--- src/rtl/counter_sweep_ctrl_pkg.sv ---
// -----------------------------------------------------------------------------
// sweep_pkg
//   Shared definitions for the triangle-sweep controller:
//     - sweep_state_t   : controller state encoding (also exported for debug)
//     - N_DEFAULT       : default width of reference value / counter feedback
//     - TICK_DIV_DEFAULT: default number of clock cycles between counter commands
//     - is_sweeping()   : true in the states where the tick divider runs
// -----------------------------------------------------------------------------
package sweep_pkg;

    typedef enum logic [2:0] {
        ST_IDLE  = 3'd0,
        ST_LOAD  = 3'd1,
        ST_DOWN  = 3'd2,
        ST_UP    = 3'd3,
        ST_FAULT = 3'd4
    } sweep_state_t;

    localparam int N_DEFAULT        = 32;
    localparam int TICK_DIV_DEFAULT = 4;

    // Only the two ramp states issue counter commands, so only they let the
    // tick divider count; every other state holds it cleared.
    function automatic logic is_sweeping(input sweep_state_t s);
        return (s == ST_DOWN) || (s == ST_UP);
    endfunction

endpackage

--- src/rtl/counter_sweep_ctrl_if.sv ---
// -----------------------------------------------------------------------------
// counter_sweep_ctrl_if
//   Bundles every non-clock/reset signal of the sweep controller.
//
//   Control side (driven by the master):
//     start          level, sampled only while the controller is idle
//     stop           level, aborts any activity, wins over everything else
//     ref_value      sweep top value, captured when a start is accepted
//   Counter side:
//     counter_value  feedback from the driven up/down counter (master drives)
//     threshold_in   counter above-reference flag (master drives)
//     enable         count-enable command (slave drives)
//     dec            direction, 1 = decrement, 0 = increment (slave drives)
//     load           load command, counter takes load_ref_value (slave drives)
//     load_ref_value captured reference value (slave drives)
//   Status (slave drives): busy, fault, sweep_count, dbg_state
//
//   Command semantics: there is no back-pressure. A command is a single-cycle
//   pulse; the counter must act on enable/load in the cycle they are high.
//   enable and load are never high together, and dec is only meaningful in a
//   cycle where enable is high.
// -----------------------------------------------------------------------------
interface counter_sweep_ctrl_if #(
    parameter int N = 32
);
    import sweep_pkg::*;

    logic               start;
    logic               stop;
    logic [N-1:0]       ref_value;
    logic [N-1:0]       counter_value;
    logic               threshold_in;
    logic               enable;
    logic               dec;
    logic               load;
    logic [N-1:0]       load_ref_value;
    logic               busy;
    logic               fault;
    logic [7:0]         sweep_count;
    sweep_state_t       dbg_state;

    modport master (
        output start,
        output stop,
        output ref_value,
        output counter_value,
        output threshold_in,
        input  enable,
        input  dec,
        input  load,
        input  load_ref_value,
        input  busy,
        input  fault,
        input  sweep_count,
        input  dbg_state
    );

    modport slave (
        input  start,
        input  stop,
        input  ref_value,
        input  counter_value,
        input  threshold_in,
        output enable,
        output dec,
        output load,
        output load_ref_value,
        output busy,
        output fault,
        output sweep_count,
        output dbg_state
    );

endinterface

--- src/rtl/counter_sweep_ctrl_tick_gen.sv ---
// -----------------------------------------------------------------------------
// tick_gen
//   Free-running divider producing a one-cycle tick every TICK_DIV cycles.
//   While i_clear is high the count is held at zero and no tick is produced,
//   so the first tick after i_clear drops arrives TICK_DIV cycles later.
//
//   Ports:
//     i_clock    system clock, rising edge
//     i_reset_n  asynchronous active-low reset
//     i_clear    synchronous clear / hold
//     o_tick     one-cycle pulse
// -----------------------------------------------------------------------------
module tick_gen #(
    parameter int TICK_DIV = 4
) (
    input  logic i_clock,
    input  logic i_reset_n,
    input  logic i_clear,
    output logic o_tick
);

    // TICK_DIV is at least 2, so the width is at least one bit; 2^16 needs 16.
    localparam int         W    = (TICK_DIV > 2) ? $clog2(TICK_DIV) : 1;
    localparam logic [W-1:0] LAST = W'(TICK_DIV - 1);

    logic [W-1:0] r_count;
    logic         w_last;

    assign w_last = (r_count == LAST);

    always_ff @(posedge i_clock or negedge i_reset_n) begin
        if (!i_reset_n) begin
            r_count <= '0;
        end else if (i_clear || w_last) begin
            r_count <= '0;
        end else begin
            r_count <= r_count + 1'b1;
        end
    end

    assign o_tick = w_last && !i_clear;

endmodule

--- src/rtl/counter_sweep_ctrl.sv ---
// -----------------------------------------------------------------------------
// counter_sweep_ctrl
//   Drives an external up/down counter with load through a triangle sweep
//   ref -> 0 -> ref -> 0 ... . On an accepted start the reference is captured
//   and a load command is issued; then, every TICK_DIV cycles, one
//   decrement/increment command is issued, turning around at 0 and at the
//   captured reference. Each turnaround at 0 counts one completed period.
//   An above-reference flag from the counter latches a sticky fault.
//
//   Ports:
//     i_clock    system clock, rising edge
//     i_reset_n  asynchronous active-low reset
//     bus        counter_sweep_ctrl_if.slave: start/stop/ref_value in,
//                counter_value/threshold_in feedback in, enable/dec/load/
//                load_ref_value commands out, busy/fault/sweep_count/
//                dbg_state status out
//
//   All outputs are registers; a decision taken at the edge ending a tick
//   cycle appears on the outputs in the following cycle.
// -----------------------------------------------------------------------------
module counter_sweep_ctrl
    import sweep_pkg::*;
#(
    parameter int N        = N_DEFAULT,
    parameter int TICK_DIV = TICK_DIV_DEFAULT
) (
    input  logic                i_clock,
    input  logic                i_reset_n,
    counter_sweep_ctrl_if.slave bus
);

    sweep_state_t   r_state;
    logic [N-1:0]   r_ref_q;
    logic           r_enable;
    logic           r_dec;
    logic           r_load;
    logic           r_busy;
    logic           r_fault;
    logic [7:0]     r_sweep_count;

    logic           w_tick;
    logic           w_tick_clear;
    logic           w_at_floor;
    logic           w_at_top;

    // The divider restarts whenever we are outside the ramp states, so the
    // first tick lands TICK_DIV cycles after leaving LOAD.
    assign w_tick_clear = !is_sweeping(r_state);

    tick_gen #(
        .TICK_DIV (TICK_DIV)
    ) u_tick_gen (
        .i_clock   (i_clock),
        .i_reset_n (i_reset_n),
        .i_clear   (w_tick_clear),
        .o_tick    (w_tick)
    );

    assign w_at_floor = (bus.counter_value == '0);
    assign w_at_top   = (bus.counter_value == r_ref_q);

    always_ff @(posedge i_clock or negedge i_reset_n) begin
        if (!i_reset_n) begin
            r_state       <= ST_IDLE;
            r_ref_q       <= '0;
            r_enable      <= 1'b0;
            r_dec         <= 1'b0;
            r_load        <= 1'b0;
            r_busy        <= 1'b0;
            r_fault       <= 1'b0;
            r_sweep_count <= 8'd0;
        end else begin
            // Commands are single-cycle pulses unless re-asserted below.
            r_enable <= 1'b0;
            r_load   <= 1'b0;

            if (bus.stop) begin
                // stop outranks start, threshold_in and any pending tick.
                r_state <= ST_IDLE;
                r_busy  <= 1'b0;
            end else begin
                unique case (r_state)
                    ST_IDLE: begin
                        if (bus.start) begin
                            r_ref_q       <= bus.ref_value;
                            r_sweep_count <= 8'd0;
                            r_fault       <= 1'b0;
                            r_load        <= 1'b1;
                            r_busy        <= 1'b1;
                            r_state       <= ST_LOAD;
                        end
                    end

                    ST_LOAD: begin
                        // A zero reference has nothing to sweep: the load
                        // alone is the whole operation.
                        if (r_ref_q == '0) begin
                            r_busy  <= 1'b0;
                            r_state <= ST_IDLE;
                        end else begin
                            r_state <= ST_DOWN;
                        end
                    end

                    ST_DOWN: begin
                        if (bus.threshold_in) begin
                            r_fault <= 1'b1;
                            r_busy  <= 1'b0;
                            r_state <= ST_FAULT;
                        end else if (w_tick) begin
                            r_enable <= 1'b1;
                            if (w_at_floor) begin
                                r_dec         <= 1'b0;
                                r_sweep_count <= r_sweep_count + 8'd1;
                                r_state       <= ST_UP;
                            end else begin
                                r_dec <= 1'b1;
                            end
                        end
                    end

                    ST_UP: begin
                        if (bus.threshold_in) begin
                            r_fault <= 1'b1;
                            r_busy  <= 1'b0;
                            r_state <= ST_FAULT;
                        end else if (w_tick) begin
                            r_enable <= 1'b1;
                            if (w_at_top) begin
                                r_dec   <= 1'b1;
                                r_state <= ST_DOWN;
                            end else begin
                                r_dec <= 1'b0;
                            end
                        end
                    end

                    ST_FAULT: begin
                        // Parked until stop; fault stays set until the next
                        // accepted start.
                    end

                    default: begin
                        r_busy  <= 1'b0;
                        r_state <= ST_IDLE;
                    end
                endcase
            end
        end
    end

    assign bus.enable         = r_enable;
    assign bus.dec            = r_dec;
    assign bus.load           = r_load;
    assign bus.load_ref_value = r_ref_q;
    assign bus.busy           = r_busy;
    assign bus.fault          = r_fault;
    assign bus.sweep_count    = r_sweep_count;
    assign bus.dbg_state      = r_state;

endmodule

--- src/flat_wrapper.sv ---
// flat-port wrapper written by rule: the top's interface ports become plain ports
module counter_sweep_ctrl_flat import sweep_pkg::*;
#(
    parameter int N        = N_DEFAULT,
    parameter int TICK_DIV = TICK_DIV_DEFAULT
)
  (i_clock, i_reset_n, bus_start, bus_stop, bus_ref_value, bus_counter_value, bus_threshold_in, bus_enable, bus_dec, bus_load, bus_load_ref_value, bus_busy, bus_fault, bus_sweep_count, bus_dbg_state);
  counter_sweep_ctrl_if #(.N(N)) bus_i ();
  input  logic i_clock;
  input  logic i_reset_n;
  input wire logic [$bits(bus_i.start)-1:0] bus_start;
  input wire logic [$bits(bus_i.stop)-1:0] bus_stop;
  input wire logic [$bits(bus_i.ref_value)-1:0] bus_ref_value;
  input wire logic [$bits(bus_i.counter_value)-1:0] bus_counter_value;
  input wire logic [$bits(bus_i.threshold_in)-1:0] bus_threshold_in;
  output wire logic [$bits(bus_i.enable)-1:0] bus_enable;
  output wire logic [$bits(bus_i.dec)-1:0] bus_dec;
  output wire logic [$bits(bus_i.load)-1:0] bus_load;
  output wire logic [$bits(bus_i.load_ref_value)-1:0] bus_load_ref_value;
  output wire logic [$bits(bus_i.busy)-1:0] bus_busy;
  output wire logic [$bits(bus_i.fault)-1:0] bus_fault;
  output wire logic [$bits(bus_i.sweep_count)-1:0] bus_sweep_count;
  output wire logic [$bits(bus_i.dbg_state)-1:0] bus_dbg_state;
  assign bus_i.start = bus_start;
  assign bus_i.stop = bus_stop;
  assign bus_i.ref_value = bus_ref_value;
  assign bus_i.counter_value = bus_counter_value;
  assign bus_i.threshold_in = bus_threshold_in;
  assign bus_enable = bus_i.enable;
  assign bus_dec = bus_i.dec;
  assign bus_load = bus_i.load;
  assign bus_load_ref_value = bus_i.load_ref_value;
  assign bus_busy = bus_i.busy;
  assign bus_fault = bus_i.fault;
  assign bus_sweep_count = bus_i.sweep_count;
  assign bus_dbg_state = bus_i.dbg_state;
  counter_sweep_ctrl #(.N(N), .TICK_DIV(TICK_DIV)) u_core (.i_clock(i_clock), .i_reset_n(i_reset_n), .bus(bus_i));
endmodule
--- config.mk ---
export PLATFORM = sky130hd
export DESIGN_NAME = counter_sweep_ctrl_flat
export DESIGN_NICKNAME = d
export VERILOG_FILES = /design/src/rtl/counter_sweep_ctrl_pkg.sv /design/src/rtl/counter_sweep_ctrl_if.sv /design/src/rtl/counter_sweep_ctrl_tick_gen.sv /design/src/rtl/counter_sweep_ctrl.sv /design/src/flat_wrapper.sv
export SDC_FILE = /design/constraint.sdc
export NUM_CORES = 1
export LEC_CHECK = 0
export BUFFER_PORTS_ARGS = -buffer_cell sky130_fd_sc_hd__buf_2
export CAP_MARGIN = 25
export CORE_ASPECT_RATIO = 0.6
export CORE_MARGIN = 2
export CORE_UTILIZATION = 51
export DETAILED_ROUTE_END_ITERATION = 8
export PLACE_DENSITY_LB_ADDON = 0.3
export SLEW_MARGIN = 20
export SYNTH_ARGS = -nofsm -noshare
export SYNTH_HDL_FRONTEND = slang
export SYNTH_SLANG_ARGS = --single-unit
--- constraint.sdc ---
create_clock -name i_clock -period 6.3 [get_ports i_clock]
set_clock_uncertainty 0.05 [all_clocks]
set_input_delay 1.89 -clock i_clock [delete_from_list [all_inputs] [get_ports i_clock]]
set_output_delay 1.89 -clock i_clock [all_outputs]
set_load 0.01 [all_outputs]
## Word-level counts from Yosys, hierarchy flattened

Cells that the tools add are included.

- Flip-flop bits (word level): 50
- Latch bits: 0
- Bits in writable memories: 0
- Memories: 0
- Output and inout port bits: 48
- ROM bits: 0
- Bits of input ports: 69

- Eq/ne operators: 21
- Shift-type cells: 0
- Div/mod/pow operators: 0
- Multiply operators: 0
- Add/subtract/negate cells: 2
- Bitwise gates (word level): 1
- Magnitude comparators: 0
- Reduce and logical (&&, ||, !) cells: 17
- Multiplexer cells: 38

Operators by type and width:

| cell | number |
|---|---|
| zero test 32 bit | 2 |
| == test 32 bit | 1 |
| two-way mux 8 bit | 4 |
| two-way mux 3 bit | 8 |
| two-way mux 1 bit | 19 |
| AND reduction 6 bit | 3 |
| case mux 8 bit (2 select lines) | 1 |
| case mux 3 bit (5 select lines) | 1 |
| != test 2 bit (second input constant) | 6 |
| adder 8 x 1 -> 8 bit (second input constant) | 1 |
| != test 4 x 3 -> 1 bit (second input constant) | 2 |
| != test 4 bit (second input constant) | 2 |
| AND reduction 4 bit | 2 |
| == test 3 x 2 -> 1 bit (second input constant) | 2 |
| nonzero test 2 bit | 3 |
| two-way mux 2 bit | 2 |
| != test 2 x 1 -> 1 bit (second input constant) | 2 |
| case mux 1 bit (2 select lines) | 2 |
| case mux 1 bit (4 select lines) | 1 |
| == test 3 x 1 -> 1 bit (second input constant) | 1 |
| == test 3 bit (second input constant) | 1 |
| zero test 3 bit | 1 |
| != test 3 x 1 -> 1 bit (second input constant) | 1 |
| != test 3 x 2 -> 1 bit (second input constant) | 1 |
| 9 further kinds | 10 |

## Depth between registers and ports, before layout

Gate-level depths: netlist of run 1.

- Depth in word-level cells: 7
- Gate-level depth with buffers: 9

## Cells and area by module

A second synthesis of run 1 with hierarchy kept.

- Cell total of the unflattened synthesis: 298
- Area total of the unflattened synthesis: 2648.8 sq um

Modules (own cells, without submodules):

| module | cells an instance | times used | sequential area each (sq um) | area an instance (sq um) |
|---|---|---|---|---|
| counter_sweep_ctrl | 292 | 1 | 1201.2 | 2562.5 |
| tick_gen | 6 | 1 | 50.0 | 86.3 |

## Least setup slack after synthesis of run 1

No wires, ideal clock.

- Kind: input port to flip-flop
- Start: in bus_stop
- End: reg u_core.r_ref_q[11], in the netlist u_core.bus.load_ref_value[11]
- Arrival time: 3.480 ns
- Slack: 2.645 ns
- Buffers on the path: 3
- Cell stages on the path: 6
- Setup time: 0.125 ns
- Cells stage by stage: clkbuf_8 or4_2 inv_2 buf_2 buf_2 mux2_2

- Cells in the longest elaborated chain, start to end: 2

Ends and longest elaborated chain:

| item | RTL line | source |
|---|---|---|
| start: declaration | flat_wrapper.sv:12 | `input wire logic [$bits(bus_i.stop)-1:0] bus_stop;` |
| inverter 1 bit (no source line) | -- |  |
| AND reduction 3 bit (no source line) | -- |  |
| end signal: assignment | counter_sweep_ctrl.sv:85 | `r_ref_q <= bus.ref_value;` |
| end: declaration | counter_sweep_ctrl.sv:33 | `logic [N-1:0] r_ref_q;` |

Every way passes these cells.
A chain may end at the register's enable or synchronous reset.

## Worst setup path in the final report of run 1

- Start: in bus_counter_value[19]
- End: reg u_core.r_sweep_count[1], in the netlist u_core.bus.sweep_count[1]

- Cells in the longest elaborated chain, start to end: 3

Ends and longest elaborated chain:

| item | RTL line | source |
|---|---|---|
| start: declaration | flat_wrapper.sv:14 | `input wire logic [$bits(bus_i.counter_value)-1:0] bus_counter_value;` |
| zero test 32 bit | counter_sweep_ctrl.sv:59 | `assign w_at_floor = (bus.counter_value == '0);` |
| != test 2 x 1 -> 1 bit (no source line) | -- |  |
| AND reduction 6 bit (no source line) | -- |  |
| end signal: assignment | counter_sweep_ctrl.sv:114 | `r_sweep_count <= r_sweep_count + 8'd1;` |
| end: declaration | counter_sweep_ctrl.sv:39 | `logic [7:0] r_sweep_count;` |

Every way passes these cells.

==> results of run 1 <==
-- cell usage in the layout, fill, tap and decap left out, drive strengths merged --
master and n:
a2111o 1, a2111oi 1, a211o 1, a211oi 1, a21oi 8, a22o 1, a31oi 1, and3 1
buf 117, clkbuf 6, clkinv 1, clkinvlp 1, dfrtp 50, ha 2, inv 2, mux2 36
nand2 9, nand2b 2, nand3 1, nand4 15, nor2 8, nor3 5, nor3b 2, nor4 18
nor4b 1, o211ai 1, o21ai 6, o2bb2ai 1, or2 1, or3 5, or4 2, xnor2 33
-- worst max-delay path: stages --
cell,delay [ps]
buf_2,110
nor4_1,450
nand4_1,180
nor3_2,210
a211oi_1,100
or2_4,320
nand2b_2,210
mux2_2,290
-- how the worst max path moves through the flow --
| stage | startpoint | end | slack (ps) |
|---|---|---|---|
| after floorplan | bus_stop | u_core.bus.load_ref_value[11]$_DFFE_PN0P_ | 2650 |
| after global placement | bus_stop | u_core.bus.load_ref_value[18]$_DFFE_PN0P_ | 2380 |
| after detailed placement | bus_stop | u_core.bus.load_ref_value[2]$_DFFE_PN0P_ | 2360 |
| after CTS | bus_stop | u_core.bus.load_ref_value[2]$_DFFE_PN0P_ | 2680 |
| after global routing | bus_counter_value[19] | u_core.bus.sweep_count[5]$_DFFE_PN0P_ | 2520 |
| final | bus_counter_value[19] | u_core.bus.sweep_count[1]$_DFFE_PN0P_ | 2680 |
-- power groups by stage --
stage               registers, W  clock network [W]  logic [W]
floorplan               0.000633                  0   0.000324
global placement        0.000615                  0   0.000568
detailed placement      0.000620                  0   0.000583
CTS                     0.000615           0.000197   0.000586
global route            0.000641           0.000216   0.000631
finish                  0.000616           0.000195   0.000585
-- per-layer routing --
metal  vias up  share of wire (%)
met5         -                  0
met4         0               0.81
met3         7                 10
met2       104                 40
met1      1069                 49
li1       1064                  -
-- cells by family (layout without fill, tap and decap cells) --
family / count (synthesis) / after routing
AND/OR/NAND/NOR: 70 / 70
flip-flops: 50 / 50
multiplexers: 36 / 36
XOR/XNOR: 33 / 33
AO/OA/AOI/OAI: 22 / 22
buffers and inverters: 10 / 127
adder cells (fa/ha/maj): 2 / 2
-- state kept, by name, summed over array words and instances, names as in the netlist --
name	flops
u_core.bus.dbg_state	3
u_core.bus.sweep_count	8
u_core.bus.busy	1
u_core.u_tick_gen.r_count	2
u_core.bus.fault	1
u_core.bus.dec	1
u_core.bus.enable	1
u_core.bus.load	1
u_core.bus.load_ref_value	32
-- cell type report --
cell class	count	share of cell area, %
inverters	2	0.225
clock inverters	2	0.374
well taps	66	2.47
flip-flops and latches	50	37.4
multi-input cells	163	39.1
clock buffers	6	2.47
repair buffers	117	18.0
-- per-stage QoR --
step,utilization [%],hold WS (ps),instance area (um2)
2_1_floorplan,-,365,2630
3_3_place_gp,64.5,377,3230
3_5_place_dp,64.9,384,3250
4_1_cts,66.8,397,3340
5_1_grt,66.8,412,3340
6_report,66.8,400,3340
==> impl_table.tex, run 1 <==
\begin{tabular}{lr}
\hline
Metric & Value \\
\hline
\multicolumn{2}{l}{\textbf{CTS}} \\
Clock transition at the registers of the reported paths & roughly 100 ps \\
Post-cts repair resize count & 0 \\
Number of levels the H-tree was split into & 2 \\
CTS Hold Buffers Added & 0 \\
Number of sinks driven by the clock tree & 50 \\
TritonCTS buffer count & 5 \\
Maximum root-to-sink buffer count & 2 \\
Post-CTS Setup Bufs & 0 \\
Cell chosen for the clock root & clkbuf\_8 \\
TritonCTS clock tree & built \\
Clock latency reported for the late side of the worst-skew pair & 300 ps \\
\multicolumn{2}{l}{\textbf{Finish}} \\
Post-layout instance count excluding filler cells & 406 \\
Ant. Diodes & 0 \\
Area of all sequential standard cells & 1250 um2 \\
Multi-input combinational cell area & $\sim$1300 um2 \\
Count of filler cells inserted in the layout & 419 \\
Net total in the final layout & 410 \\
Area overhead of the layout relative to synthesis & 27.0\% \\
Fraction of layout cells with a size suffix above 1 & between 50\% and 60\% \\
\multicolumn{2}{l}{\textbf{Floorplan}} \\
Core Box Area & around 5000 um2 \\
I/O pin cnt & approximately 120 \\
Starting Density & roughly 53\% \\
Die span in x & 96.8 um \\
Die outline height & between 50 and 60 um \\
Std cell rows & 20 \\
Die area & 5770 um2 \\
\multicolumn{2}{l}{\textbf{Timing}} \\
Setup Viol. Count Final & 0 \\
Post-route worst setup slack & 2680 ps \\
Maximum clock frequency & 276 MHz \\
Total negative slack & 0 ps \\
Transition at the pin with the smallest max-transition slack & 810 ps \\
Tightest slew margin relative to the limit & between 40\% and 50\% \\
Post-route minimum period & 3620 ps \\
Final Hold Viols & 0 \\
Final period utilization & 57.5\% \\
Number of pins exceeding their max-slew limit in the final report & 0 \\
Setup repair after global routing missed its margin & no \\
\multicolumn{2}{l}{\textbf{Logic synthesis}} \\
Netlist Area Pre-Place & 2630 um2 \\
Commonest cells in the netlist & 50 x dfrtp\_1, 36 x mux2\_2, 33 x xnor2\_1 \\
Fraction of the yosys area taken by sequential cells & 47.5\% \\
Fraction of synthesized cell area taken by the top area cell type & 47.5\% \\
Number of warning messages in the yosys log & 0 \\
Multiplexer fraction of the synthesized cell area & 15.4\% \\
Number of enable-type register cells in the synthesized netlist & 0 \\
Commonest register cell after synthesis & dfrtp\_1 \\
Net count after synthesis & 294 \\
Synthesized instance count & 223 \\
Synth top area cells & dfrtp\_1 48\%, mux2\_2 15\%, xnor2\_1 11\% \\
Post-synthesis compound-gate area fraction & 6.04\% \\
Cell with the most instances after synthesis & dfrtp\_1 \\
Number of register bits inferred by synthesis & 50 \\
Post-synthesis cell type with the largest combined area & dfrtp\_1 \\
Average cell area after synthesis & 11.8 um2 \\
Number of distinct library cells after synthesis & 38 \\
Combinational family with the most area after synthesis & simple AND/OR/NAND/NOR gates \\
Synthesized-area fraction occupied by and/or/nand/nor cells & around 16\% \\
Parity-gate share of the synthesized area counting xor and xnor cells & 11.0\% \\
Async set or reset register ratio after synthesis & 100\% \\
Arithmetic-cell share of the synthesized area counting full adders, half adders and majority gates & 0.951\% \\
\multicolumn{2}{l}{\textbf{Routing}} \\
Initial detailed-routing violation count & 135 \\
DRC violation count after routing & 0 \\
Final routed wirelength across all metal layers & $\sim$7 mm \\
Length of the first detailed-routing pass in iterations & 4 \\
Vias & around 2200 \\
Routed wire length per instance & between 15 and 20 um \\
Number of vias per cell after detailed routing & between 5 and 6 \\
Number of nets still failing antenna checks after routing & 0 \\
\multicolumn{2}{l}{\textbf{Worst hold path}} \\
Worst hold path cell count & 1 \\
Worst min-delay path endpoint & u\_core.u\_tick\_gen.r\_count[0]\$\_DFF\_PN0\_ \\
Min-delay src & u\_core.u\_tick\_gen.r\_count[0]\$\_DFF\_PN0\_ \\
Min-Delay Path Class & reg2reg \\
\multicolumn{2}{l}{\textbf{Placement}} \\
Count of port buffers added during placement & 116 \\
Placed Cells & about 400 \\
Detailed-placement wirelength estimate & 5.60 mm \\
Pre-CTS setup slack & 2360 ps \\
GP Congestion & 0.936 \\
\multicolumn{2}{l}{\textbf{Pwr}} \\
Peak supply drop & 0.000267 V \\
Net Sw Frac & 39.9\% \\
Internal power & 0.000839 W \\
Part of the power in the clock network & 14.0\% \\
Part of the total power dissipated in combinational logic & 41.9\% \\
Total net switching power & around 0.00056 W \\
Share of total power in sequential cells & 44.1\% \\
Post-layout total power & 0.00140 W \\
Leakage power total & 1.52 nW \\
Power density over the cells & 418 nW/um2 \\
\multicolumn{2}{l}{\textbf{Global route}} \\
Initial antenna violation count & 0 \\
Largest net degree at the start of global routing & 41 \\
Met2 track demand over resource in global routing & 37.2\% \\
Most Crowded Layer GR & met1 \\
Met1 global-route usage & 38.4\% \\
Global Route met3 Usage & between 8 and 9\% \\
Number of global-route vias before repair & 2156 \\
Overall overflow remaining after global route & 0 \\
GRT Total Usage & about 26\% \\
Global-route wire length before repair & 11.4 mm \\
\multicolumn{2}{l}{\textbf{Worst setup path}} \\
Element type at the critical path start & input port \\
R2r endpoint & u\_core.bus.load\_ref\_value[2]\$\_DFFE\_PN0P\_ \\
Register-to-register setup slack & around 3800 ps \\
Crit path capture type & register \\
Critical path start-end classification & in2reg \\
Arrival time at the worst endpoint & 3770 ps \\
Critical path fanouts, max & 13 \\
Startpoint of the most critical register-to-register path & u\_core.bus.dbg\_state[0]\$\_DFFE\_PN0P\_ \\
Worst-case reg-to-reg path depth & 3 \\
Worst path required time & roughly 6500 ps \\
\multicolumn{2}{l}{\textbf{Run}} \\
Max-capacitance violation count & 0 \\
\multicolumn{2}{l}{\textbf{Run status}} \\
Outcome & complete, no violations \\
\hline
\end{tabular}
Note: power is estimated with default switching activity, not from simulation.
==> run 2: changes to the inputs <==
--- a/config.mk
+++ b/config.mk
@@ -9,7 +9,7 @@
 export CAP_MARGIN = 25
 export CORE_ASPECT_RATIO = 0.6
 export CORE_MARGIN = 2
-export CORE_UTILIZATION = 51
+export CORE_UTILIZATION = 47
 export DETAILED_ROUTE_END_ITERATION = 8
 export PLACE_DENSITY_LB_ADDON = 0.3
 export SLEW_MARGIN = 20
==> constraint.sdc (replaced) <==
create_clock -name i_clock -period 3.51 [get_ports i_clock]
set_clock_uncertainty 0.05 [all_clocks]
set_input_delay 1.053 -clock i_clock [delete_from_list [all_inputs] [get_ports i_clock]]
set_output_delay 1.053 -clock i_clock [all_outputs]
set_load 0.01 [all_outputs]
==> run 2 against run 1 <==
First-iteration DRC count fell by 17%; register-to-register slack lost 2700 ps; die area is 8.0% higher; design area barely moved; hold slack improved by 4.0 ps; combinational power rose by 81%; largest cell class unchanged; largest power group unchanged.
==> impl_table.tex, run 2 (synthesis results as in run 1) <==
\begin{tabular}{lr}
\hline
Metric & Value \\
\hline
\multicolumn{2}{l}{\textbf{Worst setup path}} \\
Critical path start-end classification & in2reg (unchanged) \\
Buffering stage count on the worst path with inverters included & 1 (unchanged) \\
Arrival time at the worst endpoint & 2900 ps (was 3770 ps) \\
Crit path capture type & register (unchanged) \\
Category of cells accounting for the largest share of critical-path delay & simple AND/OR/NAND/NOR gates (unchanged) \\
Startpoint of the most critical register-to-register path & u\_core.bus.dbg\_state[0]\$\_DFFE\_PN0P\_ (unchanged) \\
Element type at the critical path start & input port (unchanged) \\
R2r endpoint & u\_core.bus.sweep\_count[0]\$\_DFFE\_PN0P\_ (was u\_core.bus.load\_ref\_value[2]\$\_DFFE\_PN0P\_) \\
Beginning of the critical path & bus\_counter\_value[27] (was bus\_counter\_value[19]) \\
Register-to-register setup slack & 1060 ps (was 3770 ps) \\
Critical path fanouts, max & 13 (unchanged) \\
Maximum cell stage delay along the critical path & 320 ps (was 450 ps) \\
Worst-case reg-to-reg path depth & 7 (was 3) \\
Worst path depth & 8 (unchanged) \\
Cell with the largest stage delay on the worst path & nor4\_1 (unchanged) \\
Worst path required time & 3650 ps (was 6450 ps) \\
CP Cell Sequence & buf\_2 > nor4\_1 > nand4\_1 > nor3\_2 > a211oi\_1 > or2\_4 > nand2b\_2 > mux2\_2 (unchanged) \\
\multicolumn{2}{l}{\textbf{Floorplan}} \\
Starting Density & 47.9\% (was 52.6\%) \\
I/O pin cnt & 117 (unchanged) \\
Die span in x & 101 um (was 96.8 um) \\
Die outline height & 62.0 um (was 59.7 um) \\
Core Box Area & 5490 um2 (was 5000 um2) \\
Die area & 6240 um2 (was 5770 um2) \\
Std cell rows & 21 (was 20) \\
\multicolumn{2}{l}{\textbf{CTS}} \\
Clock latency reported for the late side of the worst-skew pair & 300 ps (about the same) \\
Clock transition at the registers of the reported paths & 90 ps (was 100 ps) \\
Number of sinks driven by the clock tree & 50 (unchanged) \\
TritonCTS buffer count & 5 (unchanged) \\
Cell chosen for the clock root & clkbuf\_8 (unchanged) \\
TritonCTS clock tree & built (unchanged) \\
Maximum root-to-sink buffer count & 2 (unchanged) \\
Number of levels the H-tree was split into & 2 (unchanged) \\
Post-cts repair resize count & 0 (unchanged) \\
Post-CTS Setup Bufs & 0 (unchanged) \\
CTS Hold Buffers Added & 0 (unchanged) \\
\multicolumn{2}{l}{\textbf{Timing}} \\
Setup Viol. Count Final & 0 (unchanged) \\
Post-route minimum period & 2760 ps \\
Maximum clock frequency & approximately 360 MHz \\
Number of pins exceeding their max-slew limit in the final report & 0 (unchanged) \\
Final period utilization & 78.7\% \\
Tightest slew margin relative to the limit & 61.6\% (was 45.9\%) \\
Transition at the pin with the smallest max-transition slack & 575 ps (was 810 ps) \\
Total negative slack & 0 ps (unchanged) \\
Setup repair after global routing missed its margin & no (unchanged) \\
Worst hold-check slack & 404 ps (was 400 ps) \\
Post-route worst setup slack & 746 ps (was 2680 ps) \\
Final Hold Viols & 0 (unchanged) \\
\multicolumn{2}{l}{\textbf{Placement}} \\
Pre-CTS setup slack & 431 ps (was 2360 ps) \\
GP Congestion & 0.940 (was 0.936) \\
Placed Cells & 403 (was 398) \\
Count of port buffers added during placement & 116 (unchanged) \\
Detailed-placement wirelength estimate & 5.72 mm (was 5.60 mm) \\
\multicolumn{2}{l}{\textbf{Run status}} \\
Outcome & complete, no violations (unchanged) \\
\multicolumn{2}{l}{\textbf{Global route}} \\
Global-route wire length before repair & 11.3 mm (was 11.4 mm) \\
Initial antenna violation count & 0 (unchanged) \\
GRT Total Usage & 24.3\% (was 25.9\%) \\
Number of global-route vias before repair & 2182 (was 2156) \\
Largest net degree at the start of global routing & 27 (was 41) \\
Overall overflow remaining after global route & 0 (unchanged) \\
\multicolumn{2}{l}{\textbf{Finish}} \\
Area of all sequential standard cells & 1250 um2 (unchanged) \\
Fraction of layout cells with a size suffix above 1 & 50.9\% (about the same) \\
Count of filler cells inserted in the layout & 493 (was 419) \\
Area overhead of the layout relative to synthesis & 27.1\% (was 27.0\%) \\
Util after Layout & 60.9\% (was 66.8\%) \\
Most common cell after layout, fill and taps aside & buf\_2 (unchanged) \\
Number of flip-flops under the largest register name & 32 (unchanged) \\
Net total in the final layout & 412 (was 410) \\
Ant. Diodes & 0 (unchanged) \\
Multi-input combinational cell area & 1310 um2 (unchanged) \\
Post-layout instance count excluding filler cells & 411 (was 406) \\
Commonest cells after routing, fill and taps aside & 116 x buf\_2, 50 x dfrtp\_1, 36 x mux2\_2, 33 x xnor2\_1 (unchanged) \\
\multicolumn{2}{l}{\textbf{Routing}} \\
Routed wire length per instance & 17.7 um (was 17.3 um) \\
Initial detailed-routing violation count & 112 (was 135) \\
Vias & 2248 (was 2244) \\
DRC violation count after routing & 0 (unchanged) \\
Final routed wirelength across all metal layers & 7.26 mm (was 7.03 mm) \\
Number of nets still failing antenna checks after routing & 0 (unchanged) \\
Number of vias per cell after detailed routing & 5.47 (was 5.53) \\
Length of the first detailed-routing pass in iterations & 4 (unchanged) \\
\multicolumn{2}{l}{\textbf{Run}} \\
Max-capacitance violation count & 0 (unchanged) \\
\multicolumn{2}{l}{\textbf{Worst hold path}} \\
Min-Delay Path Class & reg2reg (unchanged) \\
Worst min-delay path endpoint & u\_core.u\_tick\_gen.r\_count[0]\$\_DFF\_PN0\_ (unchanged) \\
Worst hold path cell count & 1 (unchanged) \\
Min-delay src & u\_core.u\_tick\_gen.r\_count[0]\$\_DFF\_PN0\_ (unchanged) \\
\multicolumn{2}{l}{\textbf{Pwr}} \\
Leakage power total & 1.52 nW (about the same) \\
Power density over the cells & 752 nW/um2 (was 418 nW/um2) \\
Peak supply drop & 0.000411 V (was 0.000267 V) \\
\hline
\end{tabular}
## run 2: worst max path at each step
| stage | to | slack (ps) |
|---|---|---|
| floorplan | u_core.bus.load_ref_value[11]$_DFFE_PN0P_ | 690 |
| global placement | u_core.bus.sweep_count[1]$_DFFE_PN0P_ | 510 |
| detailed placement | u_core.bus.sweep_count[0]$_DFFE_PN0P_ | 430 |
| CTS | u_core.bus.sweep_count[0]$_DFFE_PN0P_ | 760 |
| global route | u_core.bus.sweep_count[0]$_DFFE_PN0P_ | 650 |
| finish | u_core.bus.sweep_count[0]$_DFFE_PN0P_ | 750 |
## run 2: final cells by class
class	instances	area share, %
Clock buffer	7	2.58
Clock inverter	1	0.150
Inverter	2	0.224
Multi-Input combinational cell	163	39.0
Sequential cell	50	37.4
Tap cell	69	2.58
Timing Repair Buffer	119	18.0
## run 2: stage by stage
stage	power [W]	cell area, um2
3_3_place_gp	0.00214	3250
5_1_grt	0.00267	3350
4_1_cts	0.00252	3350
3_5_place_dp	0.00217	3250
6_report	0.00252	3350
2_1_floorplan	0.00172	2630
## run 2: layer usage
| metal | part of all wire [%] | GRT usage (%) | vias up |
|---|---|---|---|
| met2 | 42 | 35.4 | 87 |
| met1 | 49 | 36.6 | 1082 |
| met5 | 0 | 0 | - |
| met4 | 1.0 | 5.87 | 0 |
| li1 | - | - | 1070 |
| met3 | 8.2 | 6.04 | 9 |
## run 2: worst reg2reg max path, delay by kind of cell, from the launching register on
kind / cells / cell delay (ps)
mux: 1 / 340
compound gates: 2 / 620
simple gates: 4 / 770
flops: 1 / 560
## run 2: power breakdown
part / total, W / switching (W) / internal, W
Sequential: 0.00111 / 0.000309 / 0.000799
Clock: 0.000350 / 0.000191 / 0.000160
Combinational: 0.00106 / 0.000505 / 0.000553
